### config.mk
export PLATFORM = sky130hd
export DESIGN_NAME = h_tube_ctrl
export DESIGN_NICKNAME = d
export VERILOG_FILES = /design/src/rtl/h_tube_ctrl.sv
export SDC_FILE = /design/constraint.sdc
export NUM_CORES = 1
export LEC_CHECK = 0
export CAP_MARGIN = 0
export CORE_MARGIN = 2
export CORE_UTILIZATION = 30
export CTS_CLUSTER_SIZE = 12
export DETAILED_ROUTE_END_ITERATION = 10
export PLACE_DENSITY_LB_ADDON = 0.2
export SLEW_MARGIN = 20
export SYNTH_ARGS = -nofsm -noshare
export SYNTH_HDL_FRONTEND = slang
export SYNTH_SLANG_ARGS = --single-unit
### constraint.sdc
create_clock -name h_phi2 -period 0.9 [get_ports h_phi2]
set_input_delay 0.135 -clock h_phi2 [delete_from_list [all_inputs] [get_ports h_phi2]]
set_output_delay 0.135 -clock h_phi2 [all_outputs]
set_load 0.01 [all_outputs]
### src/rtl/h_tube_ctrl.sv
// Host-side Tube register front end: address decode, read mux, control flags, IRQ/NMI.
// Latency: strobes combinational in the access cycle; h_dout, h_irq_b, h_nmi_b registered (1 cycle).
// Backpressure: none; every h_cs cycle is one access, pops on an empty FIFO are ignored by the FIFO.
//
// Ports:
//   h_phi2, h_rst            clock and asynchronous active-high reset
//   h_cs, h_addr, h_rdnw     host access strobe, 3-bit register address, read/not-write
//   h_din, h_dout            host write data, registered read data
//   ph_data                  parasite-to-host FIFO data (muxed by h_selectData)
//   ph_data_available        per-register data available, parasite-to-host
//   ph_zero_bytes_available  R3 parasite-to-host FIFO completely empty
//   hp_not_full              per-register space available, host-to-parasite
//   h_selectData             one-hot register select to the FIFO quads
//   h_rd, h_we, h_wdata      pop strobe, per-register push strobes, push data
//   one_byte_mode, p_rst     V and P flags
//   h_clr_fifos              FIFO clear pulse driven by the T flag
//   h_irq_b, h_nmi_b         active-low host interrupts
module h_tube_ctrl #(
  parameter int T_PULSE_LEN = 2
) (
  input  logic       h_phi2,
  input  logic       h_rst,
  input  logic       h_cs,
  input  logic [2:0] h_addr,
  input  logic       h_rdnw,
  input  logic [7:0] h_din,
  output logic [7:0] h_dout,
  input  logic [7:0] ph_data,
  input  logic [3:0] ph_data_available,
  input  logic       ph_zero_bytes_available,
  input  logic [3:0] hp_not_full,
  output logic [3:0] h_selectData,
  output logic       h_rd,
  output logic [3:0] h_we,
  output logic [7:0] h_wdata,
  output logic       one_byte_mode,
  output logic       p_rst,
  output logic       h_clr_fifos,
  output logic       h_irq_b,
  output logic       h_nmi_b
);

  // Counter wide enough to hold T_PULSE_LEN (at least one bit).
  localparam int CW = (T_PULSE_LEN < 2) ? 1 : $clog2(T_PULSE_LEN + 1);
  localparam logic [CW-1:0] T_LOAD = CW'(T_PULSE_LEN);
  localparam logic [CW-1:0] T_ONE  = CW'(1);
  localparam logic [CW-1:0] T_ZERO = '0;

  // Bit positions of the six stored flags; they match the h_din bit
  // positions of a control write, so set/clear is a plain mask operation.
  localparam int FLAG_P = 5;
  localparam int FLAG_V = 4;
  localparam int FLAG_M = 3;
  localparam int FLAG_J = 2;

  localparam int CTRL_SET_BIT = 7;
  localparam int CTRL_T_BIT   = 6;

  // ---------------------------------------------------------------------------
  // Address decode
  // ---------------------------------------------------------------------------
  logic [1:0] reg_n;
  logic [3:0] reg_onehot;
  logic       is_data;
  logic       rd_acc;
  logic       wr_acc;
  logic       ctrl_wr;

  assign reg_n      = h_addr[2:1];
  assign reg_onehot = 4'b0001 << reg_n;
  assign is_data    = h_addr[0];
  assign rd_acc     = h_cs & h_rdnw;
  assign wr_acc     = h_cs & ~h_rdnw;
  // Only address 0 carries the control register; other status addresses
  // are read-only and writes to them fall on the floor.
  assign ctrl_wr    = wr_acc & (h_addr == 3'd0);

  assign h_selectData = h_cs ? reg_onehot : 4'b0000;
  assign h_rd         = rd_acc & is_data;
  assign h_we         = (wr_acc & is_data) ? reg_onehot : 4'b0000;
  assign h_wdata      = h_din;

  // ---------------------------------------------------------------------------
  // Flags P V M J I Q and the T pulse counter
  // ---------------------------------------------------------------------------
  logic [5:0]    flags;
  logic [5:0]    flags_next;
  logic [CW-1:0] t_cnt;
  logic [CW-1:0] t_cnt_next;
  logic          t_active;

  // T has no storage of its own: it is "set" exactly while the clear pulse
  // is running, so auto-clear falls out of the counter reaching zero.
  assign t_active = (t_cnt != T_ZERO);

  always_comb begin
    flags_next = flags;
    if (ctrl_wr) begin
      if (h_din[CTRL_SET_BIT]) begin
        flags_next = flags | h_din[5:0];
      end else begin
        flags_next = flags & ~h_din[5:0];
      end
    end
  end

  // A T write overrides the countdown in the same cycle: set reloads,
  // clear zeroes, so a set that coincides with auto-clear still wins.
  always_comb begin
    t_cnt_next = t_active ? (t_cnt - T_ONE) : T_ZERO;
    if (ctrl_wr && h_din[CTRL_T_BIT]) begin
      t_cnt_next = h_din[CTRL_SET_BIT] ? T_LOAD : T_ZERO;
    end
  end

  // ---------------------------------------------------------------------------
  // Read mux
  // ---------------------------------------------------------------------------
  logic [5:0] status_flags;
  logic [7:0] status_byte;
  logic [7:0] read_byte;

  assign status_flags = (reg_n == 2'd0) ? flags : 6'b000000;
  assign status_byte  = {ph_data_available[reg_n], hp_not_full[reg_n], status_flags};
  // ph_data is sampled in the pop cycle, i.e. before the FIFO advances.
  assign read_byte    = is_data ? ph_data : status_byte;

  // ---------------------------------------------------------------------------
  // Interrupt sources
  // ---------------------------------------------------------------------------
  logic irq_next;
  logic nmi_src;
  logic nmi_next;

  assign irq_next = ~(flags[FLAG_J] & ph_data_available[3]);
  // In one-byte mode NMI wants a single byte in R3; otherwise it waits for
  // the FIFO to hold anything at all (not fully empty).
  assign nmi_src  = flags[FLAG_V] ? ph_data_available[2] : ~ph_zero_bytes_available;
  assign nmi_next = ~(flags[FLAG_M] & nmi_src);

  // ---------------------------------------------------------------------------
  // State
  // ---------------------------------------------------------------------------
  always_ff @(posedge h_phi2 or posedge h_rst) begin
    if (h_rst) begin
      flags   <= 6'b000000;
      t_cnt   <= T_ZERO;
      h_dout  <= 8'h00;
      h_irq_b <= 1'b1;
      h_nmi_b <= 1'b1;
    end else begin
      flags   <= flags_next;
      t_cnt   <= t_cnt_next;
      if (rd_acc) begin
        h_dout <= read_byte;
      end
      h_irq_b <= irq_next;
      h_nmi_b <= nmi_next;
    end
  end

  assign one_byte_mode = flags[FLAG_V];
  assign p_rst         = flags[FLAG_P];
  assign h_clr_fifos   = t_active;

endmodule

==> impl_metrics.tcl <==
set metrics [dict create \
    syn_inst 97 \
    fin_ws_ns -0.270 \
    nNetsFinal 225 \
    ys_ff_latch 18 \
    met1_usage_pct 21.3 \
    preCtsSetupSlack_ns -0.887 \
    rr_startpoint "t_cnt[0]" \
    viasPerCell 4.58 \
    wl_per_cell_um 14.1 \
    antenna_found_initial 0 \
    grt_overflow 0 \
    place_hpwl_um 2230 \
    ir_drop_mv 0.786 \
    cts_sinks 18 \
    dieArea_mm2 0.00381 \
    dr.pass1.iters 4 \
    rsz0062_at_grt "true" \
    grt_pass1_wl_um 4770 \
    cp.buffers_inverters 1 \
    critPathRequiredTime_ns 0.76 \
    p_leak_uw 0.00105 \
    die_h_um 61.7 \
    drive_above_1_share_pct 61.5 \
    cts_inserted_buffers 3 \
    yosysWarnings 0 \
    fp-row-count 20 \
    synthesis.nets 129 \
    synth_area_um2 998 \
    fin_crit_ns 1.17 \
    clock_path_buffers 2 \
    area_growth_pct 109 \
    maxCapViolCount 0 \
    grt_pass1_vias 1049 \
    crit_fanout 2 \
    grt_use_total_pct 17.0 \
    drv_slew 0 \
    reg2reg_slack_ns -0.04 \
    cts_tree "yes" \
    worst_pin_slew_ns 0.244 \
    violations "setup timing" \
    multi_input_area_um2 634 \
    ys_seq_area_share_pct 45.4 \
    final_antenna_net_count 0 \
    port_buffers 61 \
    path_cells "or2_4, buf_6" \
    cp_top_family "flip-flops" \
    hold_class "input pin to asynchronous set/reset pin" \
    crit_slowest_cell "dfrtp_1" \
    n_antenna_cell 0 \
    post-route-period-util_pct 130 \
    core_area_mm2 0.00310 \
    worst_ep_arrival_time_ns 1.04 \
    gp_congestion 0.722 \
    clock_skew_ns 0.00942 \
    end_kind "output port" \
    drt_iter0_markers 31 \
    rr_endpoint "t_cnt[1]" \
    fmax_mhz 854 \
    clk_pin_slew_ns 0.10 \
    hold_viol 0 \
    r2r_cells 4 \
    placed_cell_area_mm2 0.00184 \
    totalWireLength_um 3340 \
    power.density_mw_per_mm2 1110 \
    power_uw 2310 \
    route.detailed.drc 0 \
    root_buffer "clkbuf_4" \
    synth_cell_types 28 \
    cts_max_level 1 \
    grt_max_degree 19 \
    setup_viol 24 \
    n_fill_cell 279 \
    outcome "finished, violations left" \
    worstSetupPathType "flop to output port" \
    initial_core_util_pct 32.2 \
    post_synth.cell_area_avg_um2 10.3 \
    worstSetupStartpointType "flop" \
    max-slew-margin-rel_pct 83.7 \
    ios 62 \
    slowest_delay_ns 0.38 \
    seqCellArea_um2 453 \
    dieWidth_um 61.7 \
    busiest_layer "met2" \
    grtUsageMet3_pct 3.93 \
    grt_use_met2_pct 29.9 \
    fin_area_mm2 0.00209 \
    num_vias 1081 \
    insertion_delay_ns 0.30 \
]
## tightest hold or removal path: cells and delay by family
kind                   cells  cell delay, ns
buffers and inverters      3            0.65
## stage by stage
step           setup TNS, ns  utilization (%)  hold WS [ns]  cells
6_report               -1.94             67.3         0.140    236
5_1_grt                -2.63             67.3         0.177    236
4_1_cts                -1.84             62.3         0.145    231
3_5_place_dp          -22.81             59.2         0.423    215
3_3_place_gp          -22.33             59.2         0.417    215
2_1_floorplan         -0.523                -        0.0721     97
## synth_stat cells
cell      count  area [um^2]
buf_2         1         5.00
mux2_4        1         15.0
mux4_2        2         45.0
a22oi_1       6         45.0
nor3_1        1         5.00
mux2_1        5         56.3
nor3_4        1         16.3
dfstp_2       2         52.6
dfrtp_1      16          400
and3_1        2         12.5
nand2_1      13         48.8
and2b_1       1         7.51
or2_2         1         6.26
and3b_1       2         17.5
a21oi_1       6         30.0
nand3_1       5         25.0
inv_1         2         7.51
a31oi_1       1         6.26
nor3b_1       3         22.5
clkbuf_1      2         7.51
nand2b_1      2         12.5
nand3_2       1         10.0
o21ai_0       7         35.0
buf_6         1         11.3
a311oi_1      1         8.76
a41o_1        1         10.0
buf_4        10         75.1
nor2_1        1         3.75
## layout make-up
type / count / share of cell area [%]
flip-flops and latches: 18 / 21.7
well taps: 44 / 2.64
repair buffers: 105 / 43.7
multi-input cells: 63 / 30.4
inverters: 2 / 0.359
clock buffers: 4 / 1.26
## logic make-up (layout without fill, tap and decap cells)
| group | after synthesis | count (layout) | synth area share (%) |
|---|---|---|---|
| simple gates | 33 | 33 | 18.8 |
| compound gates | 22 | 22 | 13.5 |
| flops | 18 | 18 | 45.4 |
| buf+inv | 16 | 111 | 10.7 |
| mux | 8 | 8 | 11.7 |
## placed cells by master (no fill, tap or decap), types with 4 or more instances in the layout
cell              n
a22oi_2           4
mux2_4            6
dlymetal6s2s_1    6
buf_6            15
nand3_4           6
o21ai_1           7
dfrtp_1          16
buf_4            32
buf_2            27
nand2_1          11
clkdlybuf4s50_1  12
dlygate4sd2_1     8
## repair_timing
item | 4_1_cts | 5_1_grt
setup endpoints to repair | 46 | 39
pin swaps | 14 | 4
setup buffers | 12 | 5
gates resized for setup | 181 | 32
cloned | 1 | 0
hold buffers | 0 | 0
## metal layers
metal  part of all wire (%)  vias up
met2                     54       29
met3                    5.8        5
met4                   0.66        0
met5                      0        -
met1                     40      515
li1                       -      532
## worst max-delay path by stage
stage,start,end,slack (ns),depth (start not counted)
finish,t_cnt[1],h_clr_fifos,-0.27,2
global route,t_cnt[1],h_clr_fifos,-0.31,2
floorplan,h_addr[0],flop,-0.12,4
CTS,t_cnt[1],h_clr_fifos,-0.28,2
global placement,h_rdnw,h_we[2],-0.88,5
detailed placement,h_rdnw,h_we[2],-0.89,5
## where the power goes
group	leakage (uW)	switching [uW]	internal, uW
Clock	0.0000150	248	173
Sequential	0.000226	67.5	923
Combinational	0.000804	364	537
Total	0.00105	679	1630
Power figures use the tool's default switching activity.
